===== src/rtl/uart_pkg.sv =====
// Shared constants for the memory-mapped UART transmitter: register offsets,
// STATUS bit positions and the 2-bit transmit FSM state encoding.
package uart_pkg;

  localparam logic [1:0] OFS_DATA   = 2'd0;
  localparam logic [1:0] OFS_STATUS = 2'd1;
  localparam logic [1:0] OFS_DIV    = 2'd2;

  localparam int ST_OCUPADO   = 0;
  localparam int ST_LLENO     = 1;
  localparam int ST_VACIO     = 2;
  localparam int ST_DESBORDE  = 3;
  localparam int ST_COUNT_LSB = 4;

  typedef logic [1:0] estado_t;

  localparam estado_t EST_IDLE  = 2'd0;
  localparam estado_t EST_START = 2'd1;
  localparam estado_t EST_DATA  = 2'd2;
  localparam estado_t EST_STOP  = 2'd3;

endpackage


===== src/rtl/uart_tx_bus_if.sv =====
// CPU memory bus as seen by the UART: store strobe/address/data from the CPU,
// combinational hit flag and read data back. No handshake: one store per strobe cycle.
interface uart_tx_bus_if;
  logic [31:0] dir;
  logic [31:0] dat_escritura;
  logic        hab_escritura;
  logic        acierto;
  logic [31:0] dat_lectura;

  modport master (output dir, dat_escritura, hab_escritura, input acierto, dat_lectura);
  modport slave  (input dir, dat_escritura, hab_escritura, output acierto, dat_lectura);
endinterface


===== src/rtl/fifo_sinc.sv =====
// Synchronous show-ahead FIFO, power-of-two depth, async active-high reset.
// A push while full is accepted only when a pop happens in the same cycle.
module fifo_sinc #(
  parameter int ANCHO = 8,
  parameter int PROF  = 8,
  localparam int AP   = $clog2(PROF)
) (
  input  logic             clk,
  input  logic             reset,
  input  logic             push,
  input  logic [ANCHO-1:0] dato_in,
  input  logic             pop,
  output logic [ANCHO-1:0] dato_out,
  output logic             lleno,
  output logic             vacio,
  output logic [AP:0]      count
);

  logic [ANCHO-1:0] mem [PROF];
  logic [AP-1:0]    wr_ptr;
  logic [AP-1:0]    rd_ptr;
  logic             push_ok;
  logic             pop_ok;

  assign lleno    = (count == (AP+1)'(PROF));
  assign vacio    = (count == '0);
  assign pop_ok   = pop && !vacio;
  assign push_ok  = push && (!lleno || pop_ok);
  assign dato_out = mem[rd_ptr];

  always_ff @(posedge clk) begin
    if (push_ok) mem[wr_ptr] <= dato_in;
  end

  // Pointers wrap naturally because the depth is a power of two.
  always_ff @(posedge clk or posedge reset) begin
    if (reset) begin
      wr_ptr <= '0;
      rd_ptr <= '0;
      count  <= '0;
    end else begin
      if (push_ok) wr_ptr <= wr_ptr + 1'b1;
      if (pop_ok)  rd_ptr <= rd_ptr + 1'b1;
      case ({push_ok, pop_ok})
        2'b10:   count <= count + 1'b1;
        2'b01:   count <= count - 1'b1;
        default: count <= count;
      endcase
    end
  end

endmodule


===== src/rtl/uart_tx_bus.sv =====
// Memory-mapped 8N1 UART transmitter (DATA / STATUS / DIVISOR registers).
// Define UART_TX_FIFO_EN for a PROF_FIFO-deep transmit FIFO; otherwise a single holding register.
module uart_tx_bus
  import uart_pkg::*;
#(
  parameter logic [31:0] DIR_BASE  = 32'h0000_1000,
  parameter logic [15:0] DIV_RESET = 16'd868,
  parameter int          PROF_FIFO = 8
) (
  input  logic          clk,
  input  logic          reset,
  uart_tx_bus_if.slave  bus,
  output logic          tx,
  output estado_t       estado_dbg
);

  estado_t     estado;
  logic [15:0] div;
  logic [15:0] lat_div;
  logic [15:0] cnt_bit;
  logic [2:0]  idx;
  logic [7:0]  shreg;
  logic        desborde;
  logic [1:0]  ofs;
  logic        wr_data, wr_status, wr_div;
  logic        bit_fin, pop, push;
  logic        lleno, vacio;
  logic [3:0]  cuenta;
  logic [7:0]  dato_buf;
  logic [7:0]  status;
  logic        unused_bits;

  assign estado_dbg  = estado;
  assign ofs         = bus.dir[3:2];
  assign bus.acierto = (bus.dir[31:4] == DIR_BASE[31:4]);
  assign wr_data     = bus.hab_escritura && bus.acierto && (ofs == OFS_DATA);
  assign wr_status   = bus.hab_escritura && bus.acierto && (ofs == OFS_STATUS);
  assign wr_div      = bus.hab_escritura && bus.acierto && (ofs == OFS_DIV);
  assign unused_bits = ^{bus.dat_escritura[31:16], bus.dir[1:0]};

  assign bit_fin = (cnt_bit == lat_div - 16'd1);
  assign pop     = !vacio && ((estado == EST_IDLE) || ((estado == EST_STOP) && bit_fin));
  assign push    = wr_data && (!lleno || pop);

`ifdef UART_TX_FIFO_EN
  logic [$clog2(PROF_FIFO):0] cnt_fifo;

  fifo_sinc #(.ANCHO(8), .PROF(PROF_FIFO)) u_fifo (
    .clk      (clk),
    .reset    (reset),
    .push     (push),
    .dato_in  (bus.dat_escritura[7:0]),
    .pop      (pop),
    .dato_out (dato_buf),
    .lleno    (lleno),
    .vacio    (vacio),
    .count    (cnt_fifo)
  );
  assign cuenta = 4'(cnt_fifo);
`else
  logic       ocupa;
  logic [7:0] reg_hold;
  logic [7:0] unused_prof;

  assign unused_prof = 8'(PROF_FIFO);

  // Holding register: a push in the same cycle as the pop refills it.
  always_ff @(posedge clk or posedge reset) begin
    if (reset) begin
      ocupa    <= 1'b0;
      reg_hold <= 8'h00;
    end else if (push) begin
      ocupa    <= 1'b1;
      reg_hold <= bus.dat_escritura[7:0];
    end else if (pop) begin
      ocupa    <= 1'b0;
    end
  end
  assign lleno    = ocupa;
  assign vacio    = !ocupa;
  assign cuenta   = {3'b000, ocupa};
  assign dato_buf = reg_hold;
`endif

  always_ff @(posedge clk or posedge reset) begin
    if (reset) begin
      div      <= DIV_RESET;
      desborde <= 1'b0;
    end else begin
      if (wr_div) div <= (bus.dat_escritura[15:0] == 16'd0) ? 16'd1 : bus.dat_escritura[15:0];
      if (wr_data && lleno && !pop) desborde <= 1'b1;
      else if (wr_status && bus.dat_escritura[ST_DESBORDE]) desborde <= 1'b0;
    end
  end

  // Serializer: the divisor is latched at each pop so mid-frame writes only affect the next frame.
  always_ff @(posedge clk or posedge reset) begin
    if (reset) begin
      estado  <= EST_IDLE;
      tx      <= 1'b1;
      shreg   <= 8'h00;
      lat_div <= DIV_RESET;
      cnt_bit <= 16'd0;
      idx     <= 3'd0;
    end else begin
      case (estado)
        EST_IDLE: begin
          if (!vacio) begin
            estado  <= EST_START;
            tx      <= 1'b0;
            shreg   <= dato_buf;
            lat_div <= div;
            cnt_bit <= 16'd0;
          end
        end
        EST_START: begin
          if (bit_fin) begin
            cnt_bit <= 16'd0;
            estado  <= EST_DATA;
            idx     <= 3'd0;
            tx      <= shreg[0];
            shreg   <= {1'b0, shreg[7:1]};
          end else begin
            cnt_bit <= cnt_bit + 16'd1;
          end
        end
        EST_DATA: begin
          if (bit_fin) begin
            cnt_bit <= 16'd0;
            if (idx == 3'd7) begin
              estado <= EST_STOP;
              tx     <= 1'b1;
            end else begin
              idx   <= idx + 3'd1;
              tx    <= shreg[0];
              shreg <= {1'b0, shreg[7:1]};
            end
          end else begin
            cnt_bit <= cnt_bit + 16'd1;
          end
        end
        EST_STOP: begin
          if (bit_fin) begin
            cnt_bit <= 16'd0;
            if (!vacio) begin
              estado  <= EST_START;
              tx      <= 1'b0;
              shreg   <= dato_buf;
              lat_div <= div;
            end else begin
              estado <= EST_IDLE;
            end
          end else begin
            cnt_bit <= cnt_bit + 16'd1;
          end
        end
        default: estado <= EST_IDLE;
      endcase
    end
  end

  always_comb begin
    status = 8'h00;
    status[ST_OCUPADO]          = (estado != EST_IDLE);
    status[ST_LLENO]            = lleno;
    status[ST_VACIO]            = vacio;
    status[ST_DESBORDE]         = desborde;
    status[ST_COUNT_LSB +: 4]   = cuenta;
  end

  always_comb begin
    bus.dat_lectura = 32'h0;
    if (bus.acierto) begin
      case (ofs)
        OFS_STATUS: bus.dat_lectura = {24'h0, status};
        OFS_DIV:    bus.dat_lectura = {16'h0, div};
        default:    bus.dat_lectura = 32'h0;
      endcase
    end
  end

endmodule


===== src/flat_wrapper.sv =====
// flat-port wrapper written by rule: the top's interface ports become plain ports
module uart_tx_bus_flat import uart_pkg::*;
#(
  parameter logic [31:0] DIR_BASE  = 32'h0000_1000,
  parameter logic [15:0] DIV_RESET = 16'd868,
  parameter int          PROF_FIFO = 8
)
  (clk, reset, tx, estado_dbg, bus_dir, bus_dat_escritura, bus_hab_escritura, bus_acierto, bus_dat_lectura);
  uart_tx_bus_if bus_i ();
  input  logic clk;
  input  logic reset;
  output logic tx;
  output estado_t estado_dbg;
  input wire logic [$bits(bus_i.dir)-1:0] bus_dir;
  input wire logic [$bits(bus_i.dat_escritura)-1:0] bus_dat_escritura;
  input wire logic [$bits(bus_i.hab_escritura)-1:0] bus_hab_escritura;
  output wire logic [$bits(bus_i.acierto)-1:0] bus_acierto;
  output wire logic [$bits(bus_i.dat_lectura)-1:0] bus_dat_lectura;
  assign bus_i.dir = bus_dir;
  assign bus_i.dat_escritura = bus_dat_escritura;
  assign bus_i.hab_escritura = bus_hab_escritura;
  assign bus_acierto = bus_i.acierto;
  assign bus_dat_lectura = bus_i.dat_lectura;
  uart_tx_bus #(.DIR_BASE(DIR_BASE), .DIV_RESET(DIV_RESET), .PROF_FIFO(PROF_FIFO)) u_core (.clk(clk), .reset(reset), .bus(bus_i), .tx(tx), .estado_dbg(estado_dbg));
endmodule

===== config.mk =====
export PLATFORM = sky130hd
export DESIGN_NAME = uart_tx_bus_flat
export DESIGN_NICKNAME = d
export VERILOG_FILES = /design/src/rtl/uart_pkg.sv /design/src/rtl/uart_tx_bus_if.sv /design/src/rtl/fifo_sinc.sv /design/src/rtl/uart_tx_bus.sv /design/src/flat_wrapper.sv
export SDC_FILE = /design/constraint.sdc
export NUM_CORES = 1
export LEC_CHECK = 0
export CAP_MARGIN = 20
export CORE_AREA = 2 2 141 143
export DETAILED_ROUTE_END_ITERATION = 8
export DIE_AREA = 0 0 143 145
export MAX_ROUTING_LAYER = met4
export SYNTH_ARGS = -nofsm -noshare
export SYNTH_HDL_FRONTEND = slang
export SYNTH_SLANG_ARGS = --single-unit
export TNS_END_PERCENT = 50

===== constraint.sdc =====
create_clock -name clk -period 8.79 [get_ports clk]
set_input_delay 1.758 -clock clk [delete_from_list [all_inputs] [get_ports clk]]
set_output_delay 1.758 -clock clk [all_outputs]
set_load 0.1 [all_outputs]

==> flow_summary.toml, run 1 <==
[grt]
antenna_found_initial = 0
grt_pass1_vias = 3602
grt.overflow.total = 0
track_usage_pct = 11.0
grt_max_degree = 73
grt_first_pass_wirelength_um = 18000

[sta]
finalSetupViolCount = 0
report.final.hold_viol_count = 0
maxSlewViolCount = 0
timing.fmax_mhz = 162
setup_ws_ns = 2.60
fin_crit_ns = 6.19
slew_headroom_pct = 33.2
fin_setup_tns_ns = 0
rsz0062_at_grt = "no"
finClkSkew_ns = 0.0107
period_share_pct = 70.4
worst_pin_slew_ns = 0.995

[min_path]
hp-class = "flip-flop to flip-flop"

[clocking]
postCtsSetupBuffers = 0
cts_max_level = 3
tritoncts = "built"
cts_root_buf = "clkbuf_16"
cts-buffers-inserted = 9
cts_resized = 0
clock_latency_ns = 0.35
path_clk_slew_ns = 0.06
cts_max_path_buffers = 2
holdBufCountCts = 0
cts.sinks = 72

[floorplanning]
pin_count = 103
fp.dieW_um = 143
die_h_um = 145
start_util_pct = 23.6
coreArea_um2 = 19200
num_rows = 51
dieArea_um2 = 20700

[logic_synthesis]
synth_area_leaders = "dfrtp_1 34%, mux2_2 7.7%, dfstp_2 6.4%"
seq_area_frac_synth_pct = 40.0
synthArstFlopShare_pct = 100
synth-edff-count = 0
yosysWarnings = 0
yosys.area.top_type_share_pct = 33.6
ys_seq_elements = 72
synth_area_um2 = 4540
synthFlopType = "dfrtp_1"
syn_avg_cell_area_um2 = 9.96
ys_types = 66
postSynthCellCount = 456
synth_top_area_cell = "dfrtp_1"

[final_layout]
final_layout_size_suffix_gt1_share_pct = 15.9
fin_cells = 782
n_antenna_cell = 0
synthToLayoutAreaGrowth_pct = 25.1
fin_nets = 591

[worst_setup_path]
critPathMaxFanout = 17
cp-start-kind = "input pin"
r2r-end = "u_core.shreg[7]"
rrSetupSlack_ns = 4.87
r2r-start = "u_core.lat_div[0]"
criticalPathCategory = "input pin to output port"
cp-endpoint = "bus_dat_lectura[1]"
reg2reg_depth = 9
critical_path.endpoint_type = "output port"
cp.required_ns = 7.03
arrival_ns = 4.43
crit_start = "bus_dir[7]"

[power_and_ir_drop]
ir_worst_vdd_uv = 95.0
power.density_nw_per_um2 = 131
power_mw = 0.743
p_leak_nw = 2.52

[route]
wl_per_cell_um = 13.7
dr.pass1.iters = 5
drt_iter0_drc = 186
avgViaCountPerCell = 4.63
detail-route-antenna-nets = 0
via_count = 3617
drc = 0
wl_um = 10700

[job]
maxCapViolCount = 0

[placed_design]
gp_congestion = 0.808
dp_hpwl_um = 7930
post-place-ws_ns = 2.57
dp_cells = 766
numPortBuffers = 68

[status]
status = "complete, no violations"
[kinds of logic after synthesis]
group / count (synthesis) / share of synthesized area (%)
and+or+nand+nor: 167 / 20.4
buffers and inverters: 52 / 5.87
xor gates and xnor gates: 31 / 5.98
DFF: 72 / 40.0
other: 1 / 0.0826
adders and majority gates: 12 / 3.31
AOI/OAI and AO/OA: 73 / 11.9
muxes: 48 / 12.5
[per-stage QoR]
stage | utilization (%) | instance area [um^2] | hold slack, ns
floorplan | - | 4600 | 0.468
global placement | 28.1 | 5400 | 0.492
detailed placement | 28.1 | 5400 | 0.502
CTS | 29.6 | 5680 | 0.517
global route | 29.6 | 5680 | 0.537
finish | 29.6 | 5680 | 0.510
[critical path, stage by stage]
cell and delay, ns:
clkdlybuf4s50_1 0.43, nor4_1 0.31, nand4_1 0.13, nor2_1 0.13
buf_4 0.22, nand2_1 0.14, a21oi_1 0.15, clkdlybuf4s50_1 1.16
[registers in the layout, summed over array words and instances, names as in the netlist, 2 cells and up]
signal / flops
u_core.estado_dbg: 2
u_core.cnt_bit: 16
u_core.lat_div: 16
u_core.shreg: 8
u_core.div: 16
u_core.idx: 3
u_core.dato_buf: 8
[placed cells by master (no fill, tap or decap), types with 3 or more instances in the layout]
cell type / netlist / routed
nor2_1: 39 / 39
mux2_4: 10 / 10
mux2_2: 31 / 31
xor2_1: 10 / 10
a22o_1: 4 / 4
o31a_1: 3 / 3
nand4_1: 5 / 5
or4_1: 4 / 4
or3_1: 5 / 5
dfstp_2: 11 / 11
inv_1: 11 / 10
a22oi_1: 4 / 4
inv_6: 0 / 3
clkdlybuf4s50_1: 0 / 68
nor4_1: 18 / 18
xnor2_1: 21 / 21
o21ai_0: 13 / 13
ha_1: 12 / 12
nand3_1: 21 / 21
nand2_1: 17 / 17
mux2i_1: 7 / 7
a41o_1: 4 / 4
o31ai_1: 3 / 3
a31o_2: 3 / 3
nand2b_1: 4 / 4
nor3_1: 9 / 9
a21oi_1: 16 / 16
and2_1: 6 / 6
and3_1: 20 / 20
conb_1: 1 / 16
clkinvlp_4: 0 / 3
clkbuf_16: 0 / 9
nand3b_1: 3 / 3
dfrtp_1: 61 / 61
[how the worst min path moves through the flow]
stage | start | end | slack [ns] | depth (start not counted)
after CTS | u_core.dato_buf[5] | u_core.dato_buf[5] | 0.52 | 1
final | u_core.dato_buf[5] | u_core.dato_buf[5] | 0.51 | 1
after global routing | u_core.dato_buf[5] | u_core.dato_buf[5] | 0.54 | 1
after detailed placement | u_core.dato_buf[5] | u_core.dato_buf[5] | 0.50 | 1
after global placement | u_core.dato_buf[2] | u_core.dato_buf[2] | 0.49 | 1
after floorplan | u_core.desborde | u_core.desborde | 0.47 | 2
[where the power goes]
| part | switching (mW) | total [mW] | leakage [nW] | internal (mW) |
|---|---|---|---|---|
| Sequential | 0.00000000367 | 0.332 | 0.951 | 0.332 |
| Combinational | 0.0445 | 0.0652 | 1.44 | 0.0207 |
| Clock | 0.153 | 0.346 | 0.129 | 0.193 |
| Total | 0.197 | 0.743 | 2.52 | 0.546 |
[cell type report]
class	count	area, um^2
fillers	2043	13500
inverters	12	45.0
repair buffers	70	696
well taps	265	332
clock inverters	7	53.8
clock buffers	9	225
multi-input cells	347	2520
flip-flops and latches	72	1820
[routing by layer]
layer / GRT usage (%) / vias to the layer above / routed length (um)
met5: - / - / 0
met4: 4.50 / 0 / 246
met3: 1.75 / 17 / 350
met2: 17.2 / 95 / 5020
met1: 14.2 / 1756 / 5070
li1: - / 1749 / -
[cell usage after synthesis (4+ instances only)]
cell	instances
a21oi_1	16
a22o_1	4
a22oi_1	4
a41o_1	4
and2_1	6
and3_1	20
buf_4	16
clkbuf_1	19
dfrtp_1	61
dfstp_2	11
ha_1	12
inv_1	11
mux2_2	31
mux2_4	10
mux2i_1	7
nand2_1	17
nand2b_1	4
nand3_1	21
nand4_1	5
nor2_1	39
nor3_1	9
nor4_1	18
o21ai_0	13
or3_1	5
or4_1	4
xnor2_1	21
xor2_1	10
Note: power is estimated with default switching activity, not from simulation.
==> run 2: changes to the inputs <==
- clock period: 8.79 -> 6.41 ns (I/O delays scaled with it)
==> run 2 against run 1 <==
Compared with the run above: sequential power up 37%; final cell count fell by 0.13%; first-iteration DRC count grew 19%; register-to-register slack got worse by 2.4 ns; design area fell by 0.53%; routed wire length fell by 1.8%; critical path depth fell by 1; global-route usage is 0.31 points lower; sequential share of layout area is 0.17 points higher; critical path type unchanged.
==> flow_summary.toml, run 2 (synthesized netlist as in run 1, its figures left out) <==
[status]
status = "complete, no violations"

[power_and_ir_drop]
power.density_nw_per_um2 = 185
ir_worst_vdd_uv = 134
p_leak_nw = 2.56
power_mw = 1.05

[sta]
report.final.hold_viol_count = 0
fin_crit_ns = 5.06
rsz0062_at_grt = "no"
slew_headroom_pct = 29.4
finalSetupViolCount = 0
fin_setup_tns_ns = 0
period_share_pct = 79.0
worst_pin_slew_ns = 1.06
maxSlewViolCount = 0
timing.fmax_mhz = 198
finClkSkew_ns = 0.00576

[clocking]
cts_resized = 0
path_clk_slew_ns = 0.06
cts_max_level = 3
cts.sinks = 72
cts-buffers-inserted = 9
clock_latency_ns = 0.34
cts_root_buf = "clkbuf_16"
holdBufCountCts = 0
postCtsSetupBuffers = 0
cts_max_path_buffers = 2
tritoncts = "built"

[final_layout]
synthToLayoutAreaGrowth_pct = 24.5
n_antenna_cell = 0
final_layout_size_suffix_gt1_share_pct = 18.8
mostFrequentLayoutCell = "dfrtp_1"
nFillCells = 2001
mostFrequentLayoutCells = "61 x dfrtp_1, 51 x clkdlybuf4s50_1, 39 x nor2_1"
reg_top3 = "u_core.cnt_bit: 16 flops, u_core.div: 16 flops, u_core.lat_div: 16 flops"
fin_nets = 590

[worst_setup_path]
crit_buf_inv = 2
criticalPathCategory = "input pin to output port"
cp.required_ns = 5.13
crit_slowest_cell = "nor2_1"
critical_path.endpoint_type = "output port"
max_stage_delay_ns = 0.83
path_cells = "clkdlybuf4s50_1 > nor4_1 > nand4_1 > nor2_1 > nand2_1 > a21oi_1 > buf_4"
critPathMaxFanout = 17
r2r-start = "u_core.lat_div[0]"
cp-start-kind = "input pin"
crit_start = "bus_dir[7]"
rrSetupSlack_ns = 2.51
arrival_ns = 3.78
path_delay_family = "simple AND/OR/NAND/NOR gates"

[route]
detail-route-antenna-nets = 0
drc = 0
via_count = 3570
wl_per_cell_um = 13.4
avgViaCountPerCell = 4.57
wl_um = 10500
drt_iter0_drc = 221
dr.pass1.iters = 4

[grt]
track_usage_pct = 10.7
grt.overflow.total = 0
antenna_found_initial = 0
grt_first_pass_wirelength_um = 17700
grt_pass1_vias = 3446
grt_max_degree = 73

[min_path]
hp-class = "flip-flop to flip-flop"
hold_path_startpoint = "u_core.dato_buf[2]"

[floorplanning]
coreArea_um2 = 19200
pin_count = 103
die_h_um = 145
fp.dieW_um = 143
dieArea_um2 = 20700
start_util_pct = 23.6
num_rows = 51

[placed_design]
numPortBuffers = 68
dp_hpwl_um = 7760
gp_congestion = 0.832

[job]
maxCapViolCount = 0
[run 2: worst paths after layout]
| kind | cells after the start | endpoint |
|---|---|---|
| min in group asynchronous | 3 | u_core.estado_dbg[1] |
| max reg2reg | 9 | u_core.shreg[7] |
| min | 1 | u_core.dato_buf[2] |
| max | 7 | bus_dat_lectura[1] |
| min reg2reg | 1 | u_core.dato_buf[2] |
| max in group asynchronous | 3 | u_core.div[11] |
[run 2: area by class of cell]
type	count	area, um^2	area share [%]
Clock buffer	11	243	4.29
Inverter	12	45.0	0.797
Timing Repair Buffer	69	646	11.4
Sequential cell	72	1820	32.1
Multi-Input combinational cell	347	2520	44.5
Tap cell	265	332	5.87
Clock inverter	5	56.3	0.996
[run 2: worst register-to-register path: stages, from the launching register on]
cell and delay, ns:
dfrtp_1 0.43, inv_1 0.08, ha_1 0.22, or4b_1 0.62, or4b_1 0.57, a21oi_2 0.17
o22ai_1 0.09, or4_1 0.77, nand3b_1 0.47, a31o_2 0.37
[run 2: metrics by stage]
step / cell area, um^2 / setup slack, ns / cells / util (%) / hold WS [ns]
4_1_cts: 5650 / 1.34 / 781 / 29.4 / 0.506
3_5_place_dp: 5350 / 1.35 / 765 / 27.9 / 0.492
2_1_floorplan: 4600 / 1.26 / 471 / - / 0.468
3_3_place_gp: 5350 / 1.39 / 765 / 27.9 / 0.492
5_1_grt: 5650 / 1.16 / 781 / 29.4 / 0.531
6_report: 5650 / 1.35 / 781 / 29.4 / 0.504
[run 2: per-layer routing]
metal	GRT usage, %	wire length [um]	up-vias
met5	-	0	-
met4	2.97	150	0
met3	1.98	433	15
met2	16.0	4890	101
met1	14.8	5020	1693
li1	-	-	1761
[run 2: where the power goes]
part	switching, mW	total, mW	internal, mW
combinational	0.0608	0.0893	0.0284
sequential	0.00000000498	0.455	0.455
clock	0.192	0.503	0.311
total	0.253	1.05	0.795
==> run 3: changes to the inputs <==
- clock period: 6.41 -> 4.25 ns (I/O delays scaled with it)
==> run 3 against run 2 <==
Compared with the run above: power increased by 63%; first-iteration DRC count decreased by 28%; clock-buffer cell count unchanged; worst hold slack improved by 0.0040 ns; utilization increased by 1.7 points; design area increased by 5.7%; sequential cell count unchanged; critical path type is now flip-flop to flip-flop.
==> flow_summary.toml, run 3 (synthesized netlist as in run 1, its figures left out) <==
[placed_design]
numPortBuffers = 68
dp_hpwl_um = 8210
gp_congestion = 0.801
post_dp_cell_area_um2 = 5630

[route]
drc = 0
dr.pass1.iters = 4
avgViaCountPerCell = 4.65
wl_per_cell_um = 13.9
drt_iter0_drc = 160
via_count = 3665
detail-route-antenna-nets = 0
wl_um = 11000

[sta]
timing.fmax_mhz = 270
fin_setup_tns_ns = 0
report.final.hold_viol_count = 0
finalSetupViolCount = 0
finClkSkew_ns = 0.00829
fin_crit_ns = 3.70
maxSlewViolCount = 0
worst_pin_slew_ns = 0.959
rsz0062_at_grt = "no"
slew_headroom_pct = 35.8
period_share_pct = 87.0

[clocking]
path_clk_slew_ns = 0.06
tritoncts = "built"
holdBufCountCts = 0
cts_resized = 0
postCtsSetupBuffers = 0
cts-buffers-inserted = 9
clock_latency_ns = 0.34
cts_root_buf = "clkbuf_16"
cts_max_path_buffers = 2
cts.sinks = 72
cts_max_level = 3

[grt]
grt.overflow.total = 0
grt_pass1_vias = 3584
antenna_found_initial = 0
track_usage_pct = 11.3
grt_first_pass_wirelength_um = 18400
grt_max_degree = 39

[floorplanning]
fp.dieW_um = 143
die_h_um = 145
coreArea_um2 = 19200
start_util_pct = 23.6
pin_count = 103
dieArea_um2 = 20700
num_rows = 51

[worst_setup_path]
criticalPathCategory = "flip-flop to flip-flop"
arrival_ns = 3.91
critPathMaxFanout = 16
critical_path.endpoint_type = "flip-flop"
cp.required_ns = 4.46
cp-start-kind = "flip-flop"

[final_layout]
final_layout_size_suffix_gt1_share_pct = 20.0
fin_nets = 598
n_antenna_cell = 0
post-route-cell-area_um2 = 5970
mostFrequentLayoutCells = "61 x dfrtp_1, 51 x clkdlybuf4s50_1, 39 x nor2_1"
synthToLayoutAreaGrowth_pct = 31.5
nFillCells = 1975
mostFrequentLayoutCell = "dfrtp_1"
reg_top3 = "u_core.cnt_bit: 16 flops, u_core.div: 16 flops, u_core.lat_div: 16 flops"

[power_and_ir_drop]
power.density_nw_per_um2 = 285
ir_worst_vdd_uv = 132
p_leak_nw = 2.66

[job]
maxCapViolCount = 0

[status]
status = "complete, no violations"

[min_path]
hp-class = "flip-flop to flip-flop"
-- run 3: cell types whose count changed in the layout (fill, tap and decap cells not counted) --
cell	change
buf_12	+17
buf_4	-9
bufinv_16	+2
clkinv_2	-2
clkinv_4	-1
clkinvlp_4	+1
-- run 3: final cells by class --
| cell class | instances | area [um^2] | share of cell area (%) |
|---|---|---|---|
| multi-input combinational | 347 | 2520 | 42.1 |
| sequential | 72 | 1820 | 30.4 |
| timing repair buffer | 77 | 918 | 15.4 |
| tap | 265 | 332 | 5.55 |
| clock buffer | 11 | 243 | 4.06 |
| clock inverter | 5 | 105 | 1.76 |
| inverter | 12 | 45.0 | 0.754 |
-- run 3: critical path: stages, from the launching register on --
cell       delay [ns]
dfrtp_1          0.42
inv_1            0.08
ha_1             0.21
or4b_1           0.61
a2111oi_0        0.53
a41o_1           0.16
a32oi_1          0.09
nor2_1           0.55
a41oi_4          0.48
mux2_4           0.43
-- run 3: final timing paths --
check	endpoint	slack, ns	from	cells after the start
setup / recovery	u_core.lat_div[7]	0.55	u_core.lat_div[0]	9
hold / removal	u_core.dato_buf[6]	0.51	u_core.dato_buf[6]	1
setup reg to reg	u_core.lat_div[7]	0.55	u_core.lat_div[0]	9
hold reg to reg	u_core.dato_buf[6]	0.51	u_core.dato_buf[6]	1
max in group asynchronous	u_core.div[5]	2.67	reset	3
min in group asynchronous	u_core.shreg[2]	0.77	reset	2
-- run 3: stage by stage --
| stage | utilization, % | hold slack (ns) | cells | worst slack, ns | power (mW) |
|---|---|---|---|---|---|
| 2_1_floorplan | - | 0.468 | 471 | 0.239 | 0.788 |
| 3_3_place_gp | 29.3 | 0.495 | 773 | 0.585 | 0.835 |
| 3_5_place_dp | 29.3 | 0.498 | 773 | 0.569 | 0.836 |
| 4_1_cts | 31.1 | 0.512 | 789 | 0.565 | 1.72 |
| 5_1_grt | 31.1 | 0.533 | 789 | 0.227 | 1.76 |
| 6_report | 31.1 | 0.508 | 789 | 0.551 | 1.70 |
-- run 3: power by group --
part | switching [mW] | leakage [nW] | internal, mW | total [mW]
logic | 0.0932 | 1.55 | 0.0435 | 0.137
clock network | 0.290 | 0.162 | 0.589 | 0.879
registers | 0.00000000813 | 0.951 | 0.686 | 0.686
total | 0.383 | 2.66 | 1.32 | 1.70
-- run 3: per-layer routing --
metal,GRT usage (%),vias up,part of all wire [%]
met2,16.9,110,46
li1,-,1766,-
met3,1.75,19,4.0
met1,15.6,1770,49
met4,4.01,0,1.7
met5,-,-,0
